<file path="config.mk">
export PLATFORM = sky130hd
export DESIGN_NAME = add_arbiter_seq
export DESIGN_NICKNAME = d
export VERILOG_FILES = /design/src/rtl/add_arbiter_seq.sv
export SDC_FILE = /design/constraint.sdc
export NUM_CORES = 1
export LEC_CHECK = 0
export ABC_AREA = 1
export ABC_CLOCK_PERIOD_IN_PS = 2450
export CAP_MARGIN = 20
export CORE_MARGIN = 3
export CORE_UTILIZATION = 50
export DETAILED_ROUTE_END_ITERATION = 8
export PLACE_DENSITY = 0.86
export SYNTH_ARGS = -nofsm -noshare
export SYNTH_HDL_FRONTEND = slang
export SYNTH_SLANG_ARGS = --single-unit
</file>
<file path="constraint.sdc">
create_clock -name clk -period 2.45 [get_ports clk]
set_input_delay 0.3675 -clock clk [delete_from_list [all_inputs] [get_ports clk]]
set_output_delay 0.3675 -clock clk [all_outputs]
set_load 0.02 [all_outputs]
</file>
<file path="src/rtl/add_arbiter_seq.sv">
// Round-robin arbiter/sequencer sharing one 16-bit adder between two requesters.
// Narrow ops take one adder beat, wide ops two beats chained through a registered carry.
module add_arbiter_seq (
  input  logic        clk,
  input  logic        rst_n,
  input  logic        req0_valid,
  output logic        req0_ready,
  input  logic [31:0] req0_a,
  input  logic [31:0] req0_b,
  input  logic        req0_sub,
  input  logic        req0_wide,
  input  logic        req1_valid,
  output logic        req1_ready,
  input  logic [31:0] req1_a,
  input  logic [31:0] req1_b,
  input  logic        req1_sub,
  input  logic        req1_wide,
  output logic [15:0] add_a,
  output logic [15:0] add_b,
  output logic        add_cin,
  input  logic [15:0] add_s,
  input  logic        add_cout,
  output logic        rsp_valid,
  input  logic        rsp_ready,
  output logic        rsp_id,
  output logic [31:0] rsp_sum,
  output logic        rsp_cout,
  output logic        rsp_ovf
);
  typedef enum logic [1:0] {IDLE, LO, HI, RESP} state_t;

  state_t      state_q, state_d;
  logic        ptr_q;
  logic [31:0] a_q, b_q, sum_q;
  logic        sub_q, wide_q, id_q, carry_q, cout_q, ovf_q;
  logic        gnt0, gnt1, accept;
  logic [31:0] sel_a, sel_b;
  logic        sel_sub, sel_wide, beat_ovf;

  // Pointer names the requester that wins a tie.
  assign gnt0   = req0_valid & (~req1_valid | ~ptr_q);
  assign gnt1   = req1_valid & (~req0_valid |  ptr_q);
  assign accept = (state_q == IDLE) & (gnt0 | gnt1);

  assign req0_ready = (state_q == IDLE) & gnt0;
  assign req1_ready = (state_q == IDLE) & gnt1;

  assign sel_a    = gnt1 ? req1_a    : req0_a;
  assign sel_b    = gnt1 ? req1_b    : req0_b;
  assign sel_sub  = gnt1 ? req1_sub  : req0_sub;
  assign sel_wide = gnt1 ? req1_wide : req0_wide;

  always_comb begin
    state_d = state_q;
    add_a   = '0;
    add_b   = '0;
    add_cin = 1'b0;
    case (state_q)
      IDLE: if (accept) state_d = LO;
      LO: begin
        add_a   = a_q[15:0];
        add_b   = b_q[15:0];
        add_cin = sub_q;
        state_d = wide_q ? HI : RESP;
      end
      HI: begin
        add_a   = a_q[31:16];
        add_b   = b_q[31:16];
        add_cin = carry_q;
        state_d = RESP;
      end
      RESP: if (rsp_ready) state_d = IDLE;
      default: state_d = IDLE;
    endcase
  end

  // add_a/add_b hold the current beat's operand halves, so their MSBs are the sign bits.
  assign beat_ovf = (add_a[15] == add_b[15]) & (add_s[15] != add_a[15]);

  always_ff @(posedge clk or negedge rst_n) begin
    if (!rst_n) state_q <= IDLE;
    else        state_q <= state_d;
  end

  always_ff @(posedge clk or negedge rst_n) begin
    if (!rst_n) begin
      ptr_q   <= 1'b0;
      a_q     <= '0;
      b_q     <= '0;
      sum_q   <= '0;
      sub_q   <= 1'b0;
      wide_q  <= 1'b0;
      id_q    <= 1'b0;
      carry_q <= 1'b0;
      cout_q  <= 1'b0;
      ovf_q   <= 1'b0;
    end else begin
      if (accept) begin
        ptr_q  <= gnt0;
        id_q   <= gnt1;
        a_q    <= sel_a;
        b_q    <= sel_sub ? ~sel_b : sel_b;
        sub_q  <= sel_sub;
        wide_q <= sel_wide;
        sum_q  <= '0;
      end
      if (state_q == LO) begin
        sum_q[15:0] <= add_s;
        carry_q     <= add_cout;
        cout_q      <= add_cout;
        ovf_q       <= beat_ovf;
      end
      if (state_q == HI) begin
        sum_q[31:16] <= add_s;
        carry_q      <= add_cout;
        cout_q       <= add_cout;
        ovf_q        <= beat_ovf;
      end
    end
  end

  assign rsp_valid = (state_q == RESP);
  assign rsp_id    = rsp_valid & id_q;
  assign rsp_sum   = rsp_valid ? sum_q : '0;
  assign rsp_cout  = rsp_valid & cout_q;
  assign rsp_ovf   = rsp_valid & ovf_q;
endmodule

</file>
### Word level (Yosys, flattened, before mapping)

Cells that the tools add are included.

| word-level totals | value |
|---|---|
| word-level logic and storage cells | 59 |
| input bits | 154 |
| bits in registers | 104 |
| output and inout port bits | 71 |

| cells by class | value |
|---|---|
| bitwise logic cells | 16 |
| eq/ne operators | 7 |
| reduce and logical (&&, ||, !) cells | 5 |
| multiplexer cells | 20 |

Operators by type and width:

| cell | count |
|---|---|
| 32-bit two-way mux | 5 |
| 16-bit case mux with 2 select lines | 2 |
| 16-bit two-way mux | 2 |
| 32-bit inverter | 1 |
| 1-bit bitwise AND | 9 |
| 2-bit case mux with 4 select lines | 1 |
| 1-bit two-way mux | 7 |
| 2-bit nonzero test | 3 |
| 2-bit == test, second input constant | 2 |
| 2-bit two-way mux | 2 |
| 1-bit inverter | 3 |
| 1-bit OR | 3 |
| 2-bit by 1-bit == test with 1-bit output, second input constant | 1 |
| 2-bit zero test | 1 |
| 2-bit by 1-bit inequality test with 1-bit output, second input constant | 1 |
| 2-bit inequality test, second input constant | 1 |
| 1-bit case mux with 2 select lines | 1 |
| 2-bit AND reduction | 1 |
| 1-bit == test | 1 |
| 1-bit inequality test | 1 |

### Longest topological paths before layout

| depth | value |
|---|---|
| word-level depth | 7 |
| depth in mapped cells | 10 |
| gate-level depth less buffers | 9 |

### Worst setup path after synthesis

Ideal clock, no wire load.

| path | value |
|---|---|
| path kind | register -> output |
| start point | reg state_q[1] |
| end point | out add_a[10] |
| setup slack | 410 ps |
| arrival | 1673 ps |
| stages on the path, launching flop included | 7 |
| cell sequence | dfrtp_1 inv_1 ha_1 buf_2 buf_1 nand2_1 a21oi_1 |

| between the ends | value |
|---|---|
| word-level cells in the longest chain between the ends | 2 |

RTL lines:

| element | RTL line | RTL |
|---|---|---|
| start: declaration | 32 | `state_t state_q, state_d;` |
| start signal: assignment | 82 | `else state_q <= state_d;` |
| 2-bit == test or 2-bit by 1-bit == test with 1-bit output (tied branches) | 58 | `case (state_q)` |
| 16-bit case mux with 2 select lines * | 58 |  |
| end: declaration | 18 | `output logic [15:0] add_a,` |

Every way passes the cells marked *; elsewhere a longest branch is shown, timed or not.

### Final worst setup path

| path | value |
|---|---|
| start point | reg state_q[1] |
| end point | out rsp_sum[13] |

| between the ends | value |
|---|---|
| word-level cells in the longest chain between the ends | 2 |

RTL lines:

| element | RTL line | RTL |
|---|---|---|
| 2-bit == test | 122 | `assign rsp_valid = (state_q == RESP);` |
| 32-bit two-way mux | 124 | `assign rsp_sum = rsp_valid ? sum_q : '0;` |
| end: declaration | 26 | `output logic [31:0] rsp_sum,` |

No other way between the ends.

==> impl_metrics.env <==
export IMPL_cts_tree="done"
export IMPL_synth_seq_cells=104
export IMPL_switchingPower_mw=4.70
export IMPL_max_slew_margin_pct=64.9
export IMPL_critPathLaunch="state_q[1]"
export IMPL_status="complete, but fails checks"
export IMPL_synth_area_per_cell_sq_um=6.07
export IMPL_intPower_mw=5.27
export IMPL_layout_drive_gt1_share_pct=6.18
export IMPL_endpoint_kind="output port"
export IMPL_met1_usage_pct=39.0
export IMPL_min_path_type="in -> async"
export IMPL_period_share_pct=96.5
export IMPL_gp_congestion=0.870
export IMPL_cp_max_fo=37
export IMPL_fin_crit_ns=2.37
export IMPL_maxClockFrequency_mhz=423
export IMPL_finalNonFillerCells=1483
export IMPL_postSynthCellCount=1108
export IMPL_seq_area_frac_synth_pct=38.7
export IMPL_worstPathRequired_ns=2.08
export IMPL_grt_pass1_vias=6934
export IMPL_dieArea_sq_mm=0.0149
export IMPL_clkSlewWorstSetupHoldPaths_ns=0.08
export IMPL_vias=7531
export IMPL_cp_start_kind="flop"
export IMPL_mostFrequentLayoutCell="nand2_1"
export IMPL_worstSetupPathType="reg -> out"
export IMPL_grt_total_usage_pct=28.4
export IMPL_initial_core_util_pct=52.2
export IMPL_r2r_start="state_q[0]"
export IMPL_clock_skew_ns=0.00753
export IMPL_clkPwrFrac_pct=14.3
export IMPL_insertion_delay_ns=0.35
export IMPL_syn2layout_area_growth_pct=39.2
export IMPL_drc=0
export IMPL_std_cell_rows=41
export IMPL_seqPwrFrac_pct=30.1
export IMPL_ant_nets=0
export IMPL_cts_root_buf="clkbuf_16"
export IMPL_p_comb_share_pct=55.6
export IMPL_fillCellCount=1121
export IMPL_clock_path_buffers=2
export IMPL_powerDensity_mw_per_mm2=1070
export IMPL_vdd_drop_max_v=0.000688
export IMPL_ios=225
export IMPL_arrival_ns=2.00
export IMPL_top_usage_layer="met2"
export IMPL_wirelength_mm=20.9
export IMPL_slew_violations=0
export IMPL_multi_input_area_sq_mm=0.00336
export IMPL_regArea_sq_mm=0.00260
export IMPL_ys_warn_count=0
export IMPL_die_w_um=122
export IMPL_grt_ovfl_total=0
export IMPL_rr_worst_depth=8
export IMPL_p_leak_nw=5.36
export IMPL_drtPass1Iterations=6
export IMPL_vias_per_cell=5.08
export IMPL_worst_slew_pin_slew_ns=0.526
export IMPL_clock_sinks=104
export IMPL_dp_cells=1467
export IMPL_antenna_found_initial=0
export IMPL_final_setup_tns_ns=0
export IMPL_wl_per_cell_um=14.1
export IMPL_n_antenna_cell=0
export IMPL_setup_viol=0
export IMPL_dieHeight_um=122
export IMPL_post_cts_buffers=0
export IMPL_use_met2_pct=46.5
export IMPL_use_met3_pct=4.97
export IMPL_grt_max_degree=66
export IMPL_swShare_pct=47.2
export IMPL_grt_pass1_wl_mm=33.9
export IMPL_syn_area_sq_mm=0.00673
export IMPL_failed_checks="negative hold slack"
export IMPL_io_buffers=224
export IMPL_cts_buffers=9
export IMPL_syn_nets=1267
export IMPL_rsz0062_at_grt="false"
export IMPL_dpl_hpwl_mm=15.2
export IMPL_nets=1465
export IMPL_synth_cell_types=19
export IMPL_cap_violations=0
export IMPL_drt_iter0_drc=760
export IMPL_htree_levels=3
export IMPL_core_area_sq_mm=0.0129
export IMPL_holdWs_ns=-0.0139
export IMPL_final_cell_mix="nand2_1, clkdlybuf4s50_1, inv_1"
export IMPL_hold_violations=6
timing repair:
action | in CTS | in global routing
cloned | 0 | 0
resized for setup | 34 | 51
setup endpoints to repair | 33 | 28
hold buffers | 0 | 0
registers in the layout (all words and copies together) (netlist names):
signal / count
a_q: 32
b_q: 32
sum_q: 32
state_q: 2
cout_q: 1
id_q: 1
ovf_q: 1
ptr_q: 1
sub_q: 1
wide_q: 1
routing by layer:
metal	up-vias	share of wire, %
met2	356	48
li1	3715	-
met4	0	2.1
met5	-	0
met3	45	7.9
met1	3415	42
final timing paths:
check / slack, ns / to
worst max-delay path: 0.08 / rsp_sum[13]
worst min-delay path: -0.01 / b_q[3]
worst max register to register: 0.54 / sub_q
worst min register to register: 0.47 / a_q[14]
max in group asynchronous: 1.82 / a_q[16]
min in group clk: 0.47 / a_q[14]
worst max-delay path: stages (launching register included):
cell             delay [ns]
dfrtp_1                0.36
buf_4                  0.13
ha_1                   0.19
buf_12                 0.21
nand2_1                0.09
inv_1                  0.07
clkdlybuf4s50_1        0.60
final cells by class:
cell class | count | share of cell area [%]
Inverter | 114 | 4.57
Timing Repair Buffer | 253 | 26.2
Clock inverter | 7 | 0.788
Multi-Input combinational cell | 824 | 35.9
Tap cell | 172 | 2.30
Sequential cell | 104 | 27.8
Clock buffer | 9 | 2.41
Yosys cell counts, drive strengths merged:
cell type / number / area [sq um]
ha: 5 / 62.6
buf: 39 / 239
clkbuf: 27 / 101
inv: 113 / 424
nand2: 670 / 2530
a21oi: 33 / 165
nor2: 5 / 33.8
o21ai: 8 / 40.0
nand3: 102 / 510
clkinv: 1 / 3.75
nand3b: 1 / 7.51
dfrtp: 104 / 2600
cells by family (layout without fill, tap and decap cells):
family,after synthesis,after routing,share of synthesized area [%]
AO/OA/AOI/OAI,41,41,3.05
adder cells (fa/ha/maj),5,5,0.930
buffers and inverters,180,383,11.4
flip-flops,104,104,38.7
AND/OR/NAND/NOR,778,778,45.9
power groups by stage:
stage / clock network [mW] / registers (mW) / logic (mW)
after floorplan: 0 / 2.87 / 3.64
after global placement: 0 / 3.00 / 5.59
after detailed placement: 0 / 3.00 / 5.75
after CTS: 1.44 / 2.99 / 5.59
after global routing: 1.52 / 3.09 / 6.18
final: 1.43 / 3.00 / 5.55
per-stage QoR:
step	power [mW]	setup slack [ns]	hold WS (ns)	instance area (sq um)	utilization, %
finish	9.98	0.0845	-0.0139	9360	72.7
global placement	8.59	0.141	0.383	9180	71.3
global route	10.8	0.0000551	0.0175	9360	72.7
detailed placement	8.74	0.0681	0.384	9180	71.3
CTS	10.0	0.0101	0.00672	9440	73.3
floorplan	6.51	0.410	0.0719	6730	-
(Power assumes the default switching activity.)
